<file path="src/rtl/cordic_phase_scheduler.sv">
// Round-robin scheduler that shares one atan2 CORDIC engine between N_CH demodulator
// channels: one-deep sample slot per channel, start/done handshake with watchdog, tagged result.
module cordic_phase_scheduler #(
    parameter int N_CH      = 4,
    parameter int BIT_WIDTH = 24,
    parameter int TIMEOUT   = 63
) (
    input  logic                                clk_i,
    input  logic                                reset_i,
    input  logic [N_CH-1:0]                     ch_valid_i,
    input  logic [N_CH-1:0][BIT_WIDTH-1:0]      ch_sin_i,
    input  logic [N_CH-1:0][BIT_WIDTH-1:0]      ch_cos_i,
    input  logic                                clear_flags_i,
    output logic                                cordic_start_o,
    output logic signed [BIT_WIDTH-1:0]         cordic_sin_o,
    output logic signed [BIT_WIDTH-1:0]         cordic_cos_o,
    input  logic signed [BIT_WIDTH-1:0]         cordic_phi_i,
    input  logic                                cordic_done_i,
    output logic signed [BIT_WIDTH-1:0]         phi_o,
    output logic [$clog2(N_CH)-1:0]             phi_ch_o,
    output logic                                phi_valid_o,
    output logic                                busy_o,
    output logic [N_CH-1:0]                     overrun_o,
    output logic                                timeout_o
);

    localparam int CW = $clog2(N_CH);
    localparam int TW = $clog2(TIMEOUT + 1);

    typedef enum logic [1:0] {S_IDLE, S_START, S_WAIT} state_t;

    state_t                      state_q, state_d;
    logic [CW-1:0]               rr_q, rr_d;
    logic [CW-1:0]               gnt_q, gnt_d;
    logic [TW-1:0]               cnt_q, cnt_d;
    logic [N_CH-1:0]             pend_q, pend_d;
    logic [N_CH-1:0]             ovr_q, ovr_d, ovr_set;
    logic                        tmo_q, tmo_d, tmo_set;
    logic signed [BIT_WIDTH-1:0] op_sin_q, op_sin_d;
    logic signed [BIT_WIDTH-1:0] op_cos_q, op_cos_d;
    logic signed [BIT_WIDTH-1:0] phi_q, phi_d;
    logic [CW-1:0]               phi_ch_q, phi_ch_d;
    logic                        phi_vld_q, phi_vld_d;

    logic signed [BIT_WIDTH-1:0] slot_sin_q [N_CH];
    logic signed [BIT_WIDTH-1:0] slot_cos_q [N_CH];

    logic                        gnt_found;
    logic [CW-1:0]               gnt_idx;
    logic [CW-1:0]               cand;
    logic                        grant_now;

    // First pending channel after the last grant, wrapping; gives 0,1,..,N_CH-1 under full load.
    always_comb begin
        gnt_found = 1'b0;
        gnt_idx   = '0;
        cand      = '0;
        for (int i = 1; i <= N_CH; i++) begin
            cand = CW'((int'(rr_q) + i) % N_CH);
            if (!gnt_found && pend_q[cand]) begin
                gnt_found = 1'b1;
                gnt_idx   = cand;
            end
        end
    end

    always_comb begin
        state_d   = state_q;
        rr_d      = rr_q;
        gnt_d     = gnt_q;
        cnt_d     = cnt_q;
        op_sin_d  = op_sin_q;
        op_cos_d  = op_cos_q;
        phi_d     = phi_q;
        phi_ch_d  = phi_ch_q;
        phi_vld_d = 1'b0;
        tmo_set   = 1'b0;
        grant_now = 1'b0;
        case (state_q)
            S_IDLE: begin
                if (gnt_found) begin
                    grant_now = 1'b1;
                    gnt_d     = gnt_idx;
                    rr_d      = gnt_idx;
                    op_sin_d  = slot_sin_q[gnt_idx];
                    op_cos_d  = slot_cos_q[gnt_idx];
                    state_d   = S_START;
                end
            end
            S_START: begin
                cnt_d   = '0;
                state_d = S_WAIT;
            end
            S_WAIT: begin
                cnt_d = cnt_q + TW'(1);
                // A done level left over from the previous op is ignored on the first WAIT cycle.
                if (cordic_done_i && (cnt_q != '0)) begin
                    phi_d     = cordic_phi_i;
                    phi_ch_d  = gnt_q;
                    phi_vld_d = 1'b1;
                    state_d   = S_IDLE;
                end else if (cnt_q == TW'(TIMEOUT - 1)) begin
                    tmo_set = 1'b1;
                    state_d = S_IDLE;
                end
            end
            default: state_d = S_IDLE;
        endcase
    end

    // A strobe on the channel being granted refills its slot without counting as an overrun.
    always_comb begin
        pend_d  = pend_q;
        ovr_set = '0;
        for (int k = 0; k < N_CH; k++) begin
            if (grant_now && (gnt_idx == CW'(k))) begin
                pend_d[k] = ch_valid_i[k];
            end else if (ch_valid_i[k]) begin
                pend_d[k]  = 1'b1;
                ovr_set[k] = pend_q[k];
            end
        end
        ovr_d = (ovr_q & ~{N_CH{clear_flags_i}}) | ovr_set;
        tmo_d = (tmo_q & ~clear_flags_i) | tmo_set;
    end

    always_ff @(posedge clk_i or posedge reset_i) begin
        if (reset_i) begin
            state_q   <= S_IDLE;
            rr_q      <= CW'(N_CH - 1);
            gnt_q     <= '0;
            cnt_q     <= '0;
            pend_q    <= '0;
            ovr_q     <= '0;
            tmo_q     <= 1'b0;
            op_sin_q  <= '0;
            op_cos_q  <= '0;
            phi_q     <= '0;
            phi_ch_q  <= '0;
            phi_vld_q <= 1'b0;
        end else begin
            state_q   <= state_d;
            rr_q      <= rr_d;
            gnt_q     <= gnt_d;
            cnt_q     <= cnt_d;
            pend_q    <= pend_d;
            ovr_q     <= ovr_d;
            tmo_q     <= tmo_d;
            op_sin_q  <= op_sin_d;
            op_cos_q  <= op_cos_d;
            phi_q     <= phi_d;
            phi_ch_q  <= phi_ch_d;
            phi_vld_q <= phi_vld_d;
        end
    end

    always_ff @(posedge clk_i) begin
        for (int k = 0; k < N_CH; k++) begin
            if (ch_valid_i[k]) begin
                slot_sin_q[k] <= ch_sin_i[k];
                slot_cos_q[k] <= ch_cos_i[k];
            end
        end
    end

    assign cordic_start_o = (state_q == S_START);
    assign busy_o         = (state_q != S_IDLE);
    assign cordic_sin_o   = op_sin_q;
    assign cordic_cos_o   = op_cos_q;
    assign phi_o          = phi_q;
    assign phi_ch_o       = phi_ch_q;
    assign phi_valid_o    = phi_vld_q;
    assign overrun_o      = ovr_q;
    assign timeout_o      = tmo_q;

endmodule

</file>
<file path="config.mk">
export PLATFORM = sky130hd
export DESIGN_NAME = cordic_phase_scheduler
export DESIGN_NICKNAME = d
export VERILOG_FILES = /design/src/rtl/cordic_phase_scheduler.sv
export SDC_FILE = /design/constraint.sdc
export NUM_CORES = 1
export LEC_CHECK = 0
export ABC_CLOCK_PERIOD_IN_PS = 6300
export BUFFER_PORTS_ARGS = -buffer_cell sky130_fd_sc_hd__buf_2
export CORE_AREA = 5 5 146 148
export DETAILED_ROUTE_END_ITERATION = 10
export DIE_AREA = 0 0 151 153
export HOLD_SLACK_MARGIN = 0.08
export PLACE_DENSITY = 0.8
export SLEW_MARGIN = 20
export SYNTH_ARGS = -nofsm -noshare
export SYNTH_HDL_FRONTEND = slang
export SYNTH_SLANG_ARGS = --single-unit
</file>
<file path="constraint.sdc">
create_clock -name clk_i -period 6.3 [get_ports clk_i]
set_input_delay 0.63 -clock clk_i [delete_from_list [all_inputs] [get_ports clk_i]]
set_output_delay 0.63 -clock clk_i [all_outputs]
set_load 0.05 [all_outputs]
</file>
# --- After elaboration in Yosys (flattened, before gate mapping) ---
# Memories as Yosys holds them, arrays and structs flattened. A register that Yosys moved wholly into a read port is not among the register bits.
# Index checks and enable logic that the tools add are counted.
word_totals:
  register_bits: 48
  ramBits: 192
  out_inout_bits: 82
  mem_count: 2
classes:
  n_lt_le_gt_ge: 4
  add_sub_neg: 5
  n_reduce_logical: 23
  eq_ne: 8
  bitwise_logic: 6
  mux: 52
memory_table:
  columns: ["memory", "words", "width", "read_ports", "rd_ports_with_merged_regs", "write_ports", "line_no", "rtl"]
  rows:
  - ["slot_cos_q", 4, 24, 1, 1, 4, "46", "logic signed [BIT_WIDTH-1:0] slot_cos_q [N_CH];"]
  - ["slot_sin_q", 4, 24, 1, 1, 4, "45", "logic signed [BIT_WIDTH-1:0] slot_sin_q [N_CH];"]
ops:
  columns: ["cell", "n"]
  rows:
  - ["$mux 1", 39]
  - ["$mux 2", 7]
  - ["$lt 2x3->1 const B", 4]
  - ["$pmux 6 s2", 1]
  - ["$reduce_bool 2->1", 6]
  - ["$bmux 1 s2", 4]
  - ["$logic_and 1x1->1", 8]
  - ["$add 6x1->6 const B", 1]
  - ["$eq 2x2->1 const B", 3]
  - ["$eq 6x6->1 const B", 1]
  - ["$pmux 2 s3", 1]
  - ["$reduce_and 2->1", 3]
  - ["$reduce_bool 6->1", 1]
  - ["$add 2x1->2 const B", 2]
  - ["$add 2x2->2 const B", 2]
  - ["$and 4x4->4", 1]
  - ["$eq 2x1->1 const B", 2]
  - ["$logic_not 2->1", 2]
  - ["$not 4->4", 1]
  - ["$or 4x4->4", 1]
  - ["$logic_not 1->1", 3]
  - ["$ne 3x3->1 const B", 1]
  - ["$ne 2x2->1 const B", 1]
  - ["$and 1x1->1", 1]
  - ["other kinds (2)", 2]

# --- Logic depth before layout (Yosys ltp) ---
depth:
  ltp_word: 18
  ltp_mapped: 8
  ltp_nobuf: 7

# --- Worst setup path after synthesis ---
# Ideal clock, no wire load.
synth_timing:
  path_kind: "reg2reg"
  startpoint: "register cnt_q[0]"
  endpoint: "register phi_q[10] (netlist: phi_o[10])"
  arrival_ns: 1.826
  path_buffers: 1
  path_stages_with_launch: 9
  setup_ns: 0.125
  t_required_ns: 6.175
  slack_ns: 4.349
  cell_sequence: "dfrtp_1 > inv_1 > ha_1 > or4b_1 > o21ai_2 > inv_2 > nand2_8 > buf_12 > mux2_4"
synth_between:
  elab_chain_cells: 3
synth_rtl:
  columns: ["item", "line_no", "rtl"]
  rows:
  - ["from (decl)", "35", "logic [TW-1:0] cnt_q, cnt_d;"]
  - ["from (signal assigned)", "145", "cnt_q <= cnt_d;"]
  - ["$reduce_bool 6->1", "97", "if (cordic_done_i && (cnt_q != '0)) begin"]
  - ["$logic_and 1x1->1", "97", null]
  - ["$reduce_and 2->1 (no source line)", null, null]
  - ["to (signal assigned)", "151", "phi_q <= phi_d;"]
  - ["to (decl)", "41", "logic signed [BIT_WIDTH-1:0] phi_q, phi_d;"]
# Every way passes these cells.
# A chain may end at the register's enable or synchronous reset.

# --- Worst setup path in the final report ---
layout_timing:
  startpoint: "register rr_q[1]"
  endpoint: "register op_cos_q[11] (netlist: cordic_cos_o[11]) (read register of slot_cos_q)"
layout_between:
  elab_chain_cells: 14
  word_cells_on_any_way: 27
  classes_between: "add/sub (4); mux (16); reduce/logical (7)"
layout_rtl:
  columns: ["item", "line_no", "rtl"]
  rows:
  - ["from (decl)", "33", "logic [CW-1:0] rr_q, rr_d;"]
  - ["from (signal assigned)", "130", "rr_q <= CW'(N_CH - 1);"]
  - ["from (signal assigned)", "143", "rr_q <= rr_d;"]
  - ["$add 2x1->2", "59", "cand = CW'((int'(rr_q) + i) % N_CH);"]
  - ["$bmux 1 s2", "60", "if (!gnt_found && pend_q[cand]) begin"]
  - ["$mux 1 (implied by the code)", "60", null]
  - ["$mux 1", "60", null]
  - ["$logic_not 1->1", "60", null]
  - ["$logic_and 1x1->1", "60", null]
  - ["$mux 1", "60", null]
  - ["$logic_not 1->1", "60", null]
  - ["$logic_and 1x1->1", "60", null]
  - ["$mux 1", "60", null]
  - ["$logic_not 1->1", "60", null]
  - ["$logic_and 1x1->1", "60", null]
  - ["$mux 1", "60", null]
  - ["$reduce_and 2->1 (no source line)", null, null]
  - ["to (decl)", "40", "logic signed [BIT_WIDTH-1:0] op_cos_q, op_cos_d;"]
# Parallel ways exist; a longest one is shown, timed or not. The select of a mux whose other input is x is not followed.

==> run summary <==
The run finished with clean final reports. For the pin with the worst max-slew slack, the measured transition is 0.7955 ns. The number of nets handed over by synthesis was 866. The via count of the first global-routing pass is 7307. The tools report the final global-route overflow total as 0.

The area share of the leading cell type in the synthesized netlist came out at 0.5259. The number of antenna violations at the first check in global routing is 6. The proportion of register bits with asynchronous set or reset after synthesis came out at 0.3333. CTS placed an instance of sky130_fd_sc_hd__clkbuf_16 at the clock tree root.

Buffers inserted during clock tree synthesis total 29. Setup repair after global routing left no endpoint under its margin. From left edge to right edge, the die measures 151 microns. The static leakage power was 6.074 nW.

For the sequential share of power, the log shows 0.360. The worst endpoint required time was 6.68 ns. In the routed design, unresolved DRC markers number 0. The core occupancy in the finished layout was 0.6824. The combinational share of power is 0.410. In this run the worst path has a maximum fanout of 44. The tightest slew margin relative to the limit is 0.4697, and the final-report max-slew violation count is 0.

The run gives 0.230 as the proportion of power drawn by the clock network. Synthesis produced a netlist whose cell count is 635. The library cells used most frequently in the layout, excluding fill and tap cells, are sky130_fd_sc_hd__buf_2 (305), sky130_fd_sc_hd__edfxtp_1 (192), sky130_fd_sc_hd__mux2i_1 (97).

The clock-pin slew reported for the worst setup and hold paths after clock tree synthesis is 0.06 ns, and the number of synthesized register bits is 288. The synthesized netlist contains 39 unique library cells. The most common cell after layout, fill and taps aside is sky130_fd_sc_hd__buf_2.

In the synthesized netlist the dominant register cell turns out to be sky130_fd_sc_hd__edfxtp_1. The layout cell share with drive strength beyond 1 was 0.4109; the multiplexer fraction of the synthesized cell area was 0.1218. The count of buffers added on input and output ports is 305. Data arrives at the worst endpoint at 3.08 ns. The worst setup path is captured at a flip-flop. The area fraction in compound gates after synthesis works out to 0.05467.

Kind of start point of the critical path: a flip-flop. The share of the cycle needed by the critical path after routing is 0.4279, and the DRC violation total after the first TritonRoute iteration is 381. The first global-routing pass estimated 39920 microns of wire.

The die extent in y was 153 microns; the aggregate negative setup slack was 0 ns. The worst setup path is of the reg2reg kind. The maximum clock skew at final layout is 0.01100 ns, and the number of synthesized flops with an enable pin is 192. The logs give 288 for the clock net sink count and 3 for the maximum buffer depth of the clock tree.

Across all layers, the routed design uses 6707 vias. In this run, post-CTS hold repair placed 0 buffers. The logs give 0 for the number of antenna-violating nets in the routed design and 17370 microns for the HPWL reported at the end of detailed placement. In this run the cell area of the synthesized design comes to 10960 sq um.

The first detailed-routing pass ran for 4 iterations. Arithmetic-cell share of the synthesized area counting full adders, half adders and majority gates: 0.007989. The net switching share of the total power works out to 0.4023. The power per standard cell area was 543.9 nW/um^2. The tools report the total global routing track utilization as 0.2250. For this run, the number of Yosys warnings is 0. The run gives 1359 as the fill cell total of the finished layout. The placeable core region is 19910 sq um. In this run the count of I/O pins placed on the die edge is 306. The tools report the final net count as 1180. The xor-xnor portion of the synthesized cell area was 0. The minimum period implied by the final worst setup slack works out to 2.696 ns.

Across the run, the number of max-cap violations was 0. The number of H-tree levels came out at 1. The mean instance size in the synthesized netlist came out at 17.26 sq um. The routed via count divided by cell count was 5.383.

For the starting density of the core, the log shows 0.5507. The logs give 0 for the final setup violation count and 23100 sq um for the area of the die. The total count of hold-check failures in the final report is 0.

After synthesis, the largest family of logic cells by area is multiplexers. The simple-gate area share of the yosys netlist is 0.03595, and the largest net degree at the start of global routing is 52. The routed length per placed instance came out at 21.22 microns. Cell internal power was estimated by the tool at 4.417 mW. Summed over all nets, the switching power comes to 2.973 mW.

The worst hold path belongs to the class in2async. The logs give 0.8606 for the final estimated routing congestion in global placement and 52 for the row count. In this run the post-CTS setup repair buffer count came out at 0. The insertion delay to the later sink of the worst-skew pair came out at 0.53 ns. The logs give 26440 microns for the detailed-route wire length and 0.7453 for the portion of the post-synthesis area used by sequential elements.

Across the VDD grid, the largest voltage drop is 0.3377 mV. The tools report the post-cts gate resize count as 0. Of all cell types, the one taking the most synthesized area is sky130_fd_sc_hd__edfxtp_1. Based on the critical path, the design can be clocked at up to 371.0 MHz.

By area the synthesized netlist is led by sky130_fd_sc_hd__edfxtp_1 (53%), sky130_fd_sc_hd__dfrtp_1 (21%), sky130_fd_sc_hd__mux2i_1 (8.9%). TritonCTS built the clock tree. From synthesis to final layout, the design area changed by 23.93%.
sequential cells by signal, summed over array words and instances (netlist names), 4 cells and up:
signal	cells
cnt_q	6
cordic_cos_o	24
cordic_sin_o	24
overrun_o	4
pend_q	4
phi_o	24
slot_cos_q	96
slot_sin_q	96
critical path, cell delays in order (launching register included):
cell                       delay (ns)
sky130_fd_sc_hd__dfstp_2         0.59
sky130_fd_sc_hd__mux2i_1         0.28
sky130_fd_sc_hd__o221a_4         0.54
sky130_fd_sc_hd__buf_4           0.66
sky130_fd_sc_hd__mux2i_1         0.28
sky130_fd_sc_hd__o221ai_1        0.15
cell type report:
class / count / area, sq um / area share
tap: 270 / 337.8 / 0.02486
clock inverter: 18 / 178.9 / 0.01317
clock buffer: 35 / 778.2 / 0.05728
sequential: 288 / 8170 / 0.6013
antenna: 5 / 12.51 / 0.0009209
timing repair buffer: 315 / 1602 / 0.1179
inverter: 20 / 77.57 / 0.005710
multi-input combinational: 295 / 2430 / 0.1788
synthesized netlist by cell type (2+ instances only):
| library cell | number |
|---|---|
| sky130_fd_sc_hd__o22ai_1 | 6 |
| sky130_fd_sc_hd__a21oi_1 | 6 |
| sky130_fd_sc_hd__mux2_4 | 19 |
| sky130_fd_sc_hd__buf_8 | 9 |
| sky130_fd_sc_hd__o21ai_0 | 10 |
| sky130_fd_sc_hd__ha_1 | 7 |
| sky130_fd_sc_hd__nand2_1 | 65 |
| sky130_fd_sc_hd__mux2_2 | 7 |
| sky130_fd_sc_hd__buf_4 | 5 |
| sky130_fd_sc_hd__nor3b_1 | 2 |
| sky130_fd_sc_hd__clkbuf_1 | 10 |
| sky130_fd_sc_hd__nand3_1 | 7 |
| sky130_fd_sc_hd__dfstp_2 | 2 |
| sky130_fd_sc_hd__buf_2 | 4 |
| sky130_fd_sc_hd__dfrtp_1 | 94 |
| sky130_fd_sc_hd__o221ai_1 | 49 |
| sky130_fd_sc_hd__nor2b_1 | 2 |
| sky130_fd_sc_hd__edfxtp_1 | 192 |
| sky130_fd_sc_hd__nor2_1 | 3 |
| sky130_fd_sc_hd__inv_1 | 19 |
| sky130_fd_sc_hd__mux2i_1 | 97 |
| sky130_fd_sc_hd__buf_12 | 3 |
per-layer routing:
| layer | track usage | wire [microns] | vias to the layer above |
|---|---|---|---|
| met5 | 0 | 13 | - |
| met4 | 0.06995 | 673 | 2 |
| met3 | 0.05034 | 2342 | 44 |
| met2 | 0.3898 | 13510 | 323 |
| met1 | 0.2819 | 9896 | 3270 |
| li1 | - | - | 3068 |
kinds of logic (layout without fill, tap and decap cells):
group | count (synthesis) | after routing
flops | 288 | 288
mux | 123 | 123
simple gates | 88 | 88
compound gates | 77 | 77
buf+inv | 52 | 388
fa+ha+maj | 7 | 7
other cells | 0 | 5
path summary, 6_finish.rpt:
path,to,cells after the start,slack [ns],from
min in group clk_i,slot_sin_q[0][15],1,0.27,ch_sin_i[15]
max,cordic_cos_o[11],5,3.60,rr_q[1]
max reg2reg,cordic_cos_o[11],5,3.60,rr_q[1]
min,phi_o[13],2,0.19,reset_i
max in group asynchronous,cordic_sin_o[11],3,5.00,reset_i
min reg2reg,cordic_cos_o[22],2,0.48,cordic_cos_o[22]
stage by stage:
step | worst slack [ns] | hold slack (ns) | cell area (sq um) | cells | power (mW)
after floorplan | 3.168 | 0.4461 | 10960 | 635 | 5.149
after global placement | 3.711 | 0.4617 | 12620 | 1188 | 5.651
after detailed placement | 3.571 | 0.4733 | 12620 | 1188 | 5.752
after CTS | 3.564 | 0.2087 | 13570 | 1241 | 7.452
after global routing | 3.383 | 0.2297 | 13590 | 1246 | 7.735
final | 3.604 | 0.1899 | 13590 | 1246 | 7.390
power by group through the flow:
stage	combinational (mW)	sequential, mW	clock, mW
2_1_floorplan	1.65	3.50	0
3_3_place_gp	2.98	2.67	0
3_5_place_dp	3.06	2.69	0
4_1_cts	3.07	2.66	1.73
5_1_grt	3.23	2.70	1.81
6_report	3.03	2.66	1.70
(Power assumes the default switching activity.)
